--- src/rtl/forthsuper_pkg.sv ---
// Shared types and constants for the forthsuper data-stack path.
// Both the controller and the memory stack peer import this package.
package forthsuper_pkg;

  localparam int DEPTH = 64;
  localparam int DSZ   = 32;

  typedef enum logic [1:0] {
    SS_NOP  = 2'd0,
    SS_PUSH = 2'd1,
    SS_POP  = 2'd2
  } stack_ops;

  typedef enum logic [2:0] {
    DS_NOP  = 3'd0,
    DS_PUSH = 3'd1,
    DS_DROP = 3'd2,
    DS_DUP  = 3'd3,
    DS_SWAP = 3'd4,
    DS_OVER = 3'd5,
    DS_NIP  = 3'd6
  } ds_cmd;

  typedef enum logic {
    ST_IDLE = 1'b0,
    ST_FILL = 1'b1
  } ds_state;

  // Minimum element count a command needs before it may execute.
  function automatic logic [1:0] ds_need(input ds_cmd op);
    case (op)
      DS_DUP, DS_DROP:          return 2'd1;
      DS_SWAP, DS_OVER, DS_NIP: return 2'd2;
      default:                  return 2'd0;
    endcase
  endfunction

  function automatic logic ds_grows(input ds_cmd op);
    return (op == DS_PUSH) || (op == DS_DUP) || (op == DS_OVER);
  endfunction

endpackage

--- src/rtl/dstack_ctl.sv ---
// Data-stack controller: keeps T and N in registers and spills/fills the
// rest of the stack through an external memory stack peer.
module dstack_ctl
  import forthsuper_pkg::*;
#(
  parameter int DEPTH = forthsuper_pkg::DEPTH,
  parameter int DSZ   = forthsuper_pkg::DSZ,
  parameter int CSZ   = $clog2(DEPTH + 3)
) (
  input  logic           clk,
  input  logic           rst,
  input  logic           cmd_valid,
  output logic           cmd_ready,
  input  ds_cmd          cmd_op,
  input  logic [DSZ-1:0] cmd_v,
  output logic [DSZ-1:0] tos,
  output logic [DSZ-1:0] nos,
  output logic [CSZ-1:0] depth,
  output logic           err,
  output logic           ovf,
  output logic           unf,
  output stack_ops       ss_op,
  output logic [DSZ-1:0] ss_vi,
  input  logic [DSZ-1:0] ss_s,
  output logic           ss_en
);

  localparam logic [CSZ-1:0] ONE   = CSZ'(1);
  localparam logic [CSZ-1:0] TWO   = CSZ'(2);
  localparam logic [CSZ-1:0] MAX_D = CSZ'(DEPTH + 2);

  ds_state        state_reg, state_next;
  logic [DSZ-1:0] t_reg, t_next;
  logic [DSZ-1:0] n_reg, n_next;
  logic [CSZ-1:0] depth_reg, depth_next;
  logic           err_reg, err_next;
  logic           ovf_reg, ovf_next;
  logic           unf_reg, unf_next;

  logic accept;
  logic under;
  logic full;

  assign cmd_ready = (state_reg == ST_IDLE);
  // Gating with rst keeps the memory stack idle while reset is held.
  assign accept    = cmd_valid && cmd_ready && rst;
  assign under     = depth_reg < CSZ'(ds_need(cmd_op));
  assign full      = ds_grows(cmd_op) && (depth_reg == MAX_D);

  always_comb begin
    state_next = state_reg;
    t_next     = t_reg;
    n_next     = n_reg;
    depth_next = depth_reg;
    err_next   = 1'b0;
    ovf_next   = ovf_reg;
    unf_next   = unf_reg;
    ss_op      = SS_NOP;
    ss_vi      = '0;

    case (state_reg)
      ST_FILL: begin
        n_next     = ss_s;
        state_next = ST_IDLE;
      end
      default: begin
        if (accept) begin
          if (under) begin
            err_next = 1'b1;
            unf_next = 1'b1;
          end else if (full) begin
            err_next = 1'b1;
            ovf_next = 1'b1;
          end else begin
            // Growing commands push the old N out once T and N are both live.
            if (ds_grows(cmd_op) && (depth_reg >= TWO)) begin
              ss_op = SS_PUSH;
              ss_vi = n_reg;
            end
            case (cmd_op)
              DS_PUSH: begin
                t_next     = cmd_v;
                n_next     = t_reg;
                depth_next = depth_reg + ONE;
              end
              DS_DUP: begin
                n_next     = t_reg;
                depth_next = depth_reg + ONE;
              end
              DS_OVER: begin
                t_next     = n_reg;
                n_next     = t_reg;
                depth_next = depth_reg + ONE;
              end
              DS_SWAP: begin
                t_next = n_reg;
                n_next = t_reg;
              end
              DS_DROP, DS_NIP: begin
                if (cmd_op == DS_DROP) t_next = n_reg;
                depth_next = depth_reg - ONE;
                if (depth_reg > TWO) begin
                  ss_op      = SS_POP;
                  state_next = ST_FILL;
                end else begin
                  n_next = '0;
                end
              end
              default: ;
            endcase
          end
        end
      end
    endcase

    if (!rst) begin
      ss_op = SS_NOP;
      ss_vi = '0;
    end
  end

  assign ss_en = (ss_op != SS_NOP);

  always_ff @(posedge clk) begin
    if (!rst) begin
      state_reg <= ST_IDLE;
      t_reg     <= '0;
      n_reg     <= '0;
      depth_reg <= '0;
      err_reg   <= 1'b0;
      ovf_reg   <= 1'b0;
      unf_reg   <= 1'b0;
    end else begin
      state_reg <= state_next;
      t_reg     <= t_next;
      n_reg     <= n_next;
      depth_reg <= depth_next;
      err_reg   <= err_next;
      ovf_reg   <= ovf_next;
      unf_reg   <= unf_next;
    end
  end

  assign tos   = t_reg;
  assign nos   = n_reg;
  assign depth = depth_reg;
  assign err   = err_reg;
  assign ovf   = ovf_reg;
  assign unf   = unf_reg;

endmodule

--- config.mk ---
export PLATFORM = sky130hd
export DESIGN_NAME = dstack_ctl
export DESIGN_NICKNAME = d
export VERILOG_FILES = /design/src/rtl/forthsuper_pkg.sv /design/src/rtl/dstack_ctl.sv
export SDC_FILE = /design/constraint.sdc
export NUM_CORES = 1
export LEC_CHECK = 0
export ABC_AREA = 1
export BUFFER_PORTS_ARGS = -buffer_cell sky130_fd_sc_hd__buf_2
export CORE_ASPECT_RATIO = 0.75
export CORE_MARGIN = 2
export CORE_UTILIZATION = 49
export DETAILED_ROUTE_END_ITERATION = 7
export GPL_TIMING_DRIVEN = 0
export PLACE_DENSITY = 0.88
export SLEW_MARGIN = 20
export SYNTH_ARGS = -nofsm -noshare
export SYNTH_HDL_FRONTEND = slang
export SYNTH_SLANG_ARGS = --single-unit
--- constraint.sdc ---
create_clock -name clk -period 3.15 [get_ports clk]
set_clock_uncertainty 0.15 [all_clocks]
set_input_delay 0.63 -clock clk [delete_from_list [all_inputs] [get_ports clk]]
set_output_delay 0.63 -clock clk [all_outputs]
set_load 0.05 [all_outputs]
## Word-level counts from Yosys, hierarchy flattened

Index checks and enable logic that the tools add are counted.

- Flip-flop bits (word level): 75
- Latch bits: 0
- RAM bits: 0
- Memory bits (read-only): 0
- Output and inout bits: 110
- Memories: 0

- $add $sub $neg: 2
- Multiply operators: 0
- Divide/modulo/power cells: 0
- Magnitude comparators: 3
- Eq/ne operators: 11
- Shift-type cells: 0
- Muxes and demuxes: 27
- Bitwise operators: 6
- Reduce and logical (&&, ||, !) cells: 24

Operator list:

| kind | number |
|---|---|
| 32-bit 2-to-1 mux | 12 |
| 32-bit one-hot mux with 3 select lines | 1 |
| 32-bit one-hot mux with 2 select lines | 1 |
| 2-bit 2-to-1 mux | 7 |
| 7-bit one-hot mux with 2 select lines | 1 |
| 5-bit AND reduction | 2 |
| 3-bit == test (second input constant) | 3 |
| 3-bit OR reduction | 3 |
| 7-bit by 1-bit adder with 7-bit output (second input constant) | 1 |
| 7-bit == test (second input constant) | 1 |
| 7-bit by 2-bit greater-or-equal comparator with 1-bit output (second input constant) | 1 |
| 7-bit by 2-bit > comparator with 1-bit output (second input constant) | 1 |
| 7-bit by 2-bit less-than comparator with 1-bit output | 1 |
| 7-bit by 1-bit subtractor with 7-bit output (second input constant) | 1 |
| 3-bit by 2-bit == test with 1-bit output (second input constant) | 2 |
| 2-bit inequality test (second input constant) | 3 |
| 1-bit inverter | 6 |
| 6-bit AND reduction | 1 |
| 2-bit nonzero test | 3 |
| 3-bit nonzero test | 2 |
| 2-bit OR reduction | 3 |
| 6-bit OR reduction | 1 |
| 1-bit logical AND | 4 |
| 1-bit 2-to-1 mux | 4 |
| 7 further kinds | 8 |

## Depth between registers and ports, before layout

Gate-level depths: netlist (run 1).

- Depth in word-level cells: 13
- Depth in mapped cells: 13

## Worst setup path after synthesis (run 1)

OpenSTA, ideal clock, no wires.

- Path kind: in2out
- From: input port cmd_op[1]
- To: output port ss_vi[25]
- Data arrival time: 2,870 ps
- Setup slack: -500 ps
- Stages: 12
- Buffers on the path: 1
- Path through: inv_1 o21ai_0 ha_1 inv_1 nor2_1 nand2_1 nand3_1 nand2_2 nor2_2 inv_2 buf_2 nor3_1

- Longest elaborated chain between the ends: 10
- Elaborated cells between the ends (all ways): 20

RTL lines:

| element | RTL line | RTL |
|---|---|---|
| start, declared | dstack_ctl.sv:14 | `input ds_cmd cmd_op,` |
| parallel branches: the longest is 6 deep, another holds 7-bit by 2-bit less-than comparator with 1-bit output | -- |  |
| 32-bit 2-to-1 mux * | dstack_ctl.sv:68 | `if (under) begin` |
| 32-bit 2-to-1 mux * | dstack_ctl.sv:67 | `if (accept) begin` |
| 32-bit 2-to-1 mux * | dstack_ctl.sv:61 | `case (state_reg)` |
| 32-bit 2-to-1 mux * | dstack_ctl.sv:116 | `if (!rst) begin` |
| end, declared | dstack_ctl.sv:23 | `output logic [DSZ-1:0] ss_vi,` |

Mark *: on every way between the ends.

## Worst setup path in the final report (run 1)

- From: input port cmd_op[0]
- To: output port ss_vi[24]

Same word-level chain as after synthesis.

==> results.sh, run 1 <==
export IMPL_synthMuxAreaShare_pct=0
export IMPL_synth_compound_area_share_pct=13.4
export IMPL_synth_top_family_by_area="simple AND/OR/NAND/NOR gates"
export IMPL_die_w_um=112
export IMPL_yosysMostFrequentCell="nand2_1"
export IMPL_totalNegativeSetupSlack_ps=0
export IMPL_fmax_ghz=0.318
export IMPL_synth_fp_nets=770
export IMPL_path_buf_inv=6
export IMPL_synth_enable_flop_cells=0
export IMPL_synth_xor_area_share_pct=1.02
export IMPL_num_rows=29
export IMPL_antenna_found_initial=0
export IMPL_layout_drive_gt1_share_pct=31.3
export IMPL_fin_area_um2=6290
export IMPL_clockBufferDepth=2
export IMPL_syn_avg_cell_area_um2=6.22
export IMPL_drt_iter0_markers=537
export IMPL_n_fill_cell=704
export IMPL_synth_area_top_cells="dfxtp_1, nand2_1, nor2_1, nand3_1, o21ai_0"
export IMPL_grt_pass1_vias=4969
export IMPL_setup_ws_ps=8.78
export IMPL_worstPathRequired_ps=2370
export IMPL_dpl_instance_area_um2=5630
export IMPL_synth_flop_cell="dfxtp_1"
export IMPL_gr_usage_all_layers_pct=32.9
export IMPL_nets=968
export IMPL_post_place_ws_ps=-365
export IMPL_p_leak_nw=3.45
export IMPL_worstSetupStartpointType="input pin"
export IMPL_htreeDepth=3
export IMPL_firstDrtPassIters=6
export IMPL_gp_congestion=0.912
export IMPL_crit_type="in2out"
export IMPL_cts_clk_slew_worst_paths_ps=60
export IMPL_slew_headroom_pct=58.5
export IMPL_cp_slowest_cell="ha_1"
export IMPL_tritoncts="done"
export IMPL_drc=0
export IMPL_status="finished, final reports clean"
export IMPL_cts_buffers_inserted=9
export IMPL_end_kind="output pin"
export IMPL_r2r_slack_ps=880
export IMPL_cp_arrival_ps=2360
export IMPL_hold_violations=0
export IMPL_cts_hold_buffers=0
export IMPL_grt_max_degree=14
export IMPL_yosys_area_share_adder_pct=2.21
export IMPL_diodes=0
export IMPL_stdcell_count=1004
export IMPL_synthTopCellsByCount="nand2_1, nor2_1, dfxtp_1, nand3_1, o21ai_0"
export IMPL_clock_sinks=75
export IMPL_hp_class="reg2reg"
export IMPL_rsz0062_at_grt="true"
export IMPL_drv_slew=0
export IMPL_io_pins=180
export IMPL_async_flop_share_pct=0
export IMPL_synth_top_area_share_pct=34.8
export IMPL_grt_overflow=0
export IMPL_cts_root_buffer="clkbuf_16"
export IMPL_viasPerCell=5.60
export IMPL_dp_hpwl_um=11200
export IMPL_synthCells=693
export IMPL_cp_cell_sequence="buf_8, inv_4, o21ai_2, ha_1, inv_1, nor2_1, nand2_1, nand3_2, nand2_4, nor2_4, clkinv_4, buf_12, nor3_4, buf_6"
export IMPL_min_period_over_period_pct=99.7
export IMPL_die_area_um2=9570
export IMPL_synth_distinct_cells=28
export IMPL_ant_nets=0
export IMPL_syn_area_um2=4310
export IMPL_portBuffers=178
export IMPL_cap_viol_max_count=0
export IMPL_finalSetupViolations=0
export IMPL_synth_largest_area_cell="dfxtp_1"
export IMPL_yosys_warnings=0
export IMPL_start_util_pct=50.8
export IMPL_worst_pin_slew_ps=623
export IMPL_grt_first_pass_wirelength_um=25100
export IMPL_slowest_delay_ps=260
export IMPL_area_growth_pct=45.9
export IMPL_seq_area_frac_synth_pct=34.8
export IMPL_wire_per_inst_um=16.5
export IMPL_coreArea_um2=8490
export IMPL_synthSimpleGateAreaFrac_pct=38.6
export IMPL_cp_top_family="buffers and inverters"
export IMPL_routed_via_count=5625
export IMPL_dp_cells=979
export IMPL_clk_latency_ps=330
export IMPL_ir_drop_mv=0.289
export IMPL_totalWireLength_um=16600
export IMPL_power_density_nw_per_um2=496
export IMPL_fin_crit_ps=3140
export IMPL_die_h_um=85.2
export IMPL_ys_ff_latch=75
export IMPL_path_max_fanout=6
path summary, 6_finish.rpt:
check,startpoint,to,cells after the start
setup / recovery,cmd_op[0],ss_vi[24],14
hold reg to reg,ovf$_SDFFE_PN0P_,ovf$_SDFFE_PN0P_,2
setup reg to reg,depth[1]$_SDFFE_PN0P_,nos[16]$_SDFFE_PN0P_,9
hold / removal,ovf$_SDFFE_PN0P_,ovf$_SDFFE_PN0P_,2
cell usage in the layout, fill, tap and decap left out, types with 2 or more instances in the layout:
| master | n |
|---|---|
| nor3_4 | 25 |
| inv_1 | 43 |
| nand4_1 | 2 |
| clkbuf_16 | 11 |
| buf_1 | 12 |
| buf_12 | 2 |
| clkinv_2 | 3 |
| nand2_1 | 154 |
| dfxtp_1 | 75 |
| nor3_1 | 5 |
| nor3_2 | 3 |
| nand3_1 | 70 |
| buf_2 | 157 |
| nor2_1 | 117 |
| nand2_2 | 3 |
| a21oi_2 | 2 |
| nor2_2 | 2 |
| buf_6 | 22 |
| a21oi_1 | 39 |
| clkbuf_2 | 3 |
| o21ai_1 | 19 |
| clkbuf_1 | 14 |
| inv_4 | 2 |
| xor2_1 | 5 |
| inv_2 | 6 |
| o21ai_0 | 52 |
| clkinvlp_4 | 2 |
| nand3_2 | 3 |
| buf_4 | 19 |
| nand2_4 | 2 |
| buf_8 | 3 |
| clkbuf_4 | 2 |
| ha_1 | 6 |
routing by layer:
metal | GRT usage, % | up-vias | part of all wire (%)
met3 | 6.00 | 56 | 12
met2 | 53.3 | 438 | 46
met4 | 10.5 | 0 | 2.5
met5 | 0 | - | 0
li1 | - | 2632 | -
met1 | 44.9 | 2499 | 39
cell families after synthesis:
family	Yosys count
flops	75
xor+xnor	5
compound gates	114
buf+inv	102
fa+ha+maj	7
simple gates	390
per-stage QoR:
stage	util, %	power (W)	hold WS (ps)
after floorplan	-	0.00176	517
after global placement	66.2	0.00199	290
final	74.0	0.00312	304
after global routing	74.0	0.00324	345
after detailed placement	66.3	0.00200	292
after CTS	71.7	0.00306	302
worst min-delay path, stage by stage, from the launching register on:
cell     delay [ps]
dfxtp_1         300
inv_1            50
a21oi_1          50
where the power goes:
part,internal [W],leakage [nW],total [W],switching (W)
Combinational,0.000273,2.69,0.000989,0.000716
Clock,0.000635,0.145,0.00106,0.000421
Sequential,0.00102,0.611,0.00108,0.0000535
Total,0.00193,3.45,0.00312,0.00119
final cells by class:
cell class,count,area [um^2],share of cell area (%)
Timing Repair inverter,1,5.00,0.0796
Tap cell,108,135,2.15
Sequential cell,75,1500,23.9
Clock inverter,6,63.8,1.01
Timing Repair Buffer,186,1160,18.5
Inverter,52,205,3.26
Multi-Input combinational cell,516,2700,42.9
Clock buffer,10,239,3.80
Buffer,50,277,4.40
what timing repair did:
action                     4_1_cts  5_1_grt
gates cloned                     0        3
setup endpoints to repair       35       35
pin swaps                        2        6
buffers inserted                 2        4
gates resized for setup         49       41
Power figures use the tool's default switching activity.
==> inputs of run 2 (changes only) <==
BUFFER_PORTS_ARGS = -buffer_cell sky130_fd_sc_hd__clkbuf_2   (was -buffer_cell sky130_fd_sc_hd__buf_2)
==> run 2 against run 1 <==
First-iteration DRC count grew 11%; total power down 1.4%; worst setup slack lost 8.0 ps; fmax shrank 0.25%; critical path type unchanged; worst hold slack gained 2.4 ps; sequential share of layout area shrank 0.076 points; clock-buffer cell count down 1; clock power fell by 4%.
==> results.sh, run 2 (synthesis results as in run 1) <==
export IMPL_status="finished, final reports clean"
export IMPL_final_common_cell="nand2_1"
export IMPL_ant_nets=0
export IMPL_finalCoreUtilization_pct=74.3
export IMPL_clock_sinks=75
export IMPL_cp_slowest_cell="ha_1"
export IMPL_clk_latency_ps=330
export IMPL_clockBufferDepth=2
export IMPL_io_pins=180
export IMPL_antenna_found_initial=0
export IMPL_path_buf_inv=7
export IMPL_cts_root_buffer="clkbuf_16"
export IMPL_dp_cells=979
export IMPL_worst_pin_slew_ps=610
export IMPL_p_leak_nw=3.39
export IMPL_dp_hpwl_um=11200
export IMPL_portBuffers=178
export IMPL_cts_buffers_inserted=9
export IMPL_crit_top_cell="buf_8"
export IMPL_gp_congestion=0.905
export IMPL_fmax_ghz=0.318
export IMPL_drv_slew=0
export IMPL_slowest_delay_ps=270
export IMPL_cp_arrival_ps=2370
export IMPL_drt_iter0_markers=598
export IMPL_crit_type="in2out"
export IMPL_end_kind="output pin"
export IMPL_grt_first_pass_wirelength_um=24600
export IMPL_finalSetupViolations=0
export IMPL_cp_top_family="buffers and inverters"
export IMPL_diodes=0
export IMPL_start_util_pct=50.8
export IMPL_grt_overflow=0
export IMPL_grt_max_degree=13
export IMPL_totalNegativeSetupSlack_ps=0
export IMPL_grt_pass1_vias=4929
export IMPL_grt_use_met1_pct=43.2
export IMPL_drc=0
export IMPL_p_total_w=0.00308
export IMPL_stdcell_count=1004
export IMPL_die_h_um=85.2
export IMPL_wire_per_inst_um=16.1
export IMPL_firstDrtPassIters=5
export IMPL_area_growth_pct=46.4
export IMPL_worstPathRequired_ps=2370
export IMPL_coreArea_um2=8490
export IMPL_die_area_um2=9570
export IMPL_rsz0062_at_grt="true"
export IMPL_fin_crit_ps=3150
export IMPL_layout_drive_gt1_share_pct=31.3
export IMPL_hold_violations=0
export IMPL_die_w_um=112
export IMPL_grt_use_met3_pct=6.00
export IMPL_tritoncts="done"
export IMPL_totalWireLength_um=16200
export IMPL_cap_viol_max_count=0
export IMPL_slew_headroom_pct=59.3
export IMPL_path_max_fanout=5
export IMPL_cp_cell_sequence="buf_8, inv_4, o21ai_2, ha_1, inv_1, nor2_1, nand2_1, nand3_2, nand2_2, nor2_4, buf_6, inv_8, clkbuf_16, nor3_4, buf_8"
export IMPL_min_period_over_period_pct=100
export IMPL_final_cell_mix="nand2_1, clkbuf_2, nor2_1"
export IMPL_nets=970
export IMPL_worstSetupStartpointType="input pin"
export IMPL_hp_class="reg2reg"
export IMPL_routed_via_count=5595
export IMPL_cts_clk_slew_worst_paths_ps=60
export IMPL_viasPerCell=5.57
export IMPL_htreeDepth=3
export IMPL_gr_usage_all_layers_pct=32.2
export IMPL_use_met2_pct=52.9
export IMPL_busiest_layer="met2"
export IMPL_ir_drop_mv=0.312
export IMPL_num_rows=29
export IMPL_power_density_nw_per_um2=488
run 2: cell count changes in the layout (fill, tap and decap cells not counted), sizes merged:
cell	change
clkbuf	+155
buf	-154
clkinvlp	-1
run 2: worst paths after layout:
check | depth (start not counted) | end | from | slack [ps]
max | 15 | ss_vi[23] | cmd_op[0] | 0.8
min reg2reg | 2 | unf$_SDFFE_PN0P_ | unf$_SDFFE_PN0P_ | 310
min | 2 | unf$_SDFFE_PN0P_ | unf$_SDFFE_PN0P_ | 310
max reg2reg | 14 | tos[8]$_SDFFE_PN0P_ | depth[1]$_SDFFE_PN0P_ | 710
run 2: layer usage:
metal / part of all wire [%] / up-vias / wire, um
met2: 46 / 396 / 7480
met5: 0 / - / 0
met4: 2.5 / 0 / 404
met1: 40 / 2513 / 6530
li1: - / 2643 / -
met3: 11 / 43 / 1790
run 2: what timing repair did:
item,4_1_cts,5_1_grt
hold buffers,0,0
gates cloned,0,2
resized for setup,62,42
setup buffers,2,7
pin swaps,2,6
setup endpoints to repair,35,35
run 2: through the flow:
step                hold slack, ps  instance area, um^2  worst slack, ps
global placement               293                 5620             -377
detailed placement             296                 5630             -387
global route                   315                 6310            -76.6
CTS                            304                 6160             22.1
finish                         306                 6310            0.810
floorplan                      517                 4600             -334
run 2: worst reg2reg max path: stages (launching register included):
cell and delay (ps):
dfxtp_1 500, ha_1 300, inv_1 50, nor2_1 30
nand2_1 100, nand3_2 90, nand2_2 110, nor2_4 60
buf_4 130, buf_4 120, buf_4 130, nand2_2 110
buf_2 230, o21ai_0 130, nor2_1 130
run 2: final cells by class:
cell class	count	area (um^2)
repair inverters	1	11.3
repair buffers	188	1220
plain buffers	50	268
flip-flops and latches	75	1500
clock buffers	9	225
well taps	108	135
clock inverters	5	56.3
inverters	52	205
fillers	680	2180
multi-input cells	516	2690
run 2: where the power goes:
group | total [W] | switching [W] | internal [W]
Sequential | 0.00108 | 0.0000567 | 0.00102
Combinational | 0.000977 | 0.000708 | 0.000269
Clock | 0.00102 | 0.000417 | 0.000604
==> inputs of run 3 (changes only) <==
CORE_ASPECT_RATIO = default   (was 0.75)
CTS_CLUSTER_DIAMETER = 80   (was default)
PLACE_DENSITY = 0.78   (was 0.88)
==> run 3 against run 2 <==
The flow now finishes with violations (setup timing); combinational power barely moved; critical endpoint is now ss_vi[13]; clock-buffer cell count up 3; sequential power about the same; core utilization is 1.5 points lower; largest cell class unchanged; largest power group unchanged.
==> results.sh, run 3 (synthesis results as in run 1) <==
export IMPL_cp_arrival_ps=2430
export IMPL_num_rows=34
export IMPL_wl_met2_um=7630
export IMPL_worstPathRequired_ps=2370
export IMPL_dpl_instance_area_um2=5630
export IMPL_dp_hpwl_um=11400
export IMPL_multiInputGateArea_um2=2690
export IMPL_reg2reg_from="depth[1]$_SDFFE_PN0P_"
export IMPL_worstSetupStartpointType="input pin"
export IMPL_worst_pin_slew_ps=587
export IMPL_reg2regPathDepth=12
export IMPL_portBuffers=178
export IMPL_min_period_over_period_pct=102
export IMPL_gp_congestion=0.928
export IMPL_violations="setup timing"
export IMPL_crit_type="in2out"
export IMPL_start_util_pct=49.9
export IMPL_fmax_ghz=0.312
export IMPL_wire_per_inst_um=16.2
export IMPL_die_w_um=97.8
export IMPL_viasPerCell=5.51
export IMPL_clk_latency_ps=360
export IMPL_critPathCapture="ss_vi[13]"
export IMPL_firstDrtPassIters=5
export IMPL_diodes=0
export IMPL_ant_nets=0
export IMPL_final_cell_mix="nand2_1, clkbuf_2, nor2_1"
export IMPL_clock_sinks=75
export IMPL_path_max_fanout=5
export IMPL_slew_headroom_pct=60.9
export IMPL_power_density_nw_per_um2=479
export IMPL_ir_drop_mv=0.269
export IMPL_gr_usage_all_layers_pct=32.4
export IMPL_n_fill_cell=732
export IMPL_totalWireLength_um=16300
export IMPL_final_common_cell="nand2_1"
export IMPL_coreArea_um2=8640
export IMPL_rsz0062_at_grt="true"
export IMPL_cts_hold_buffers=0
export IMPL_layout_drive_gt1_share_pct=31.1
export IMPL_clockBufferDepth=2
export IMPL_die_h_um=97.8
export IMPL_r2r_slack_ps=870
export IMPL_hp_class="reg2reg"
export IMPL_nets=968
export IMPL_timing_rr_end="tos[11]$_SDFFE_PN0P_"
export IMPL_drc=0
export IMPL_fin_crit_ps=3210
export IMPL_drt_met1_wl_um=6490
export IMPL_die_area_um2=9560
export IMPL_cts_clk_slew_worst_paths_ps=80
export IMPL_cap_viol_max_count=0
export IMPL_wl_met3_um=1610
export IMPL_tritoncts="done"
export IMPL_io_pins=180
export IMPL_post_place_ws_ps=-399
export IMPL_antenna_found_initial=0
export IMPL_cts_buffers_inserted=9
export IMPL_critPathLaunch="cmd_op[1]"
export IMPL_htreeDepth=3
export IMPL_grt_first_pass_wirelength_um=25100
export IMPL_drt_iter0_markers=427
export IMPL_area_growth_pct=45.8
export IMPL_grt_pass1_vias=5194
export IMPL_routed_via_count=5534
export IMPL_setup_ws_ps=-60.1
export IMPL_grt_overflow=0
export IMPL_finalSetupViolations=8
export IMPL_p_leak_nw=3.40
export IMPL_hold_violations=0
export IMPL_cts_root_buffer="clkbuf_8"
export IMPL_routed_top_layer="met4"
export IMPL_drv_slew=0
export IMPL_grt_max_degree=13
export IMPL_fin_area_um2=6280
export IMPL_status="finished with violations"
export IMPL_end_kind="output pin"
export IMPL_regArea_um2=1500
## run 3: changes by cell type in the layout (fill, tap and decap cells not counted), sizes merged
cell	before	now
buf	61	69
clkbuf	186	179
inv	52	51
clkinv	4	3
clkinvlp	1	0
bufinv	1	3
## run 3: per-layer routing
metal / GRT usage (%) / up-vias
met1: 42.2 / 2522
met5: 0 / -
met4: 16.6 / 0
met3: 5.87 / 45
met2: 51.6 / 338
li1: - / 2629
## run 3: how the worst min path moves through the flow
stage / start / end / slack (ps) / cells past startpoint
after floorplan: ovf$_SDFFE_PN0P_ / ovf$_SDFFE_PN0P_ / 520 / 2
after global placement: ovf$_SDFFE_PN0P_ / ovf$_SDFFE_PN0P_ / 290 / 2
after detailed placement: unf$_SDFFE_PN0P_ / unf$_SDFFE_PN0P_ / 290 / 2
after CTS: unf$_SDFFE_PN0P_ / unf$_SDFFE_PN0P_ / 310 / 2
after global routing: ovf$_SDFFE_PN0P_ / ovf$_SDFFE_PN0P_ / 350 / 2
final: unf$_SDFFE_PN0P_ / unf$_SDFFE_PN0P_ / 310 / 2
## run 3: worst max-delay path, cell delays in order
cell,delay (ps)
buf_6,110
inv_4,50
o21ai_2,50
ha_1,270
inv_1,30
nor2_1,80
nand2_1,90
nand3_2,90
nand2_2,80
nor2_4,180
clkinv_4,150
clkbuf_16,200
nor3_4,220
buf_8,180
## run 3: cell type report
| type | count | area share (%) |
|---|---|---|
| repair buffers | 186 | 19.3 |
| plain buffers | 50 | 4.40 |
| multi-input cells | 516 | 42.8 |
| flip-flops and latches | 75 | 23.9 |
| inverters | 52 | 3.27 |
| well taps | 108 | 2.15 |
| clock buffers | 12 | 2.63 |
| clock inverters | 4 | 1.51 |
| repair inverters | 1 | 0.0796 |
## run 3: power by group
part	total, W	internal, W	switching (W)
registers	0.00108	0.00102	0.0000550
logic	0.000978	0.000269	0.000709
clock network	0.000960	0.000590	0.000369
## run 3: what timing repair did
action	CTS	global route
setup buffers	2	5
cloned	0	2
setup endpoints to repair	35	35
resized for setup	59	57
pin swaps	2	7
## run 3: per-stage QoR
step	hold WS [ps]	TNS (ps)	std cells	utilization [%]	power [W]
after floorplan	517	-2340	693	-	0.00176
after global placement	291	-9390	979	65.1	0.00198
after detailed placement	294	-10870	979	65.1	0.00200
after CTS	306	-2.88	997	70.8	0.00297
after global routing	348	-1860	1004	72.8	0.00314
final	310	-132	1004	72.8	0.00301
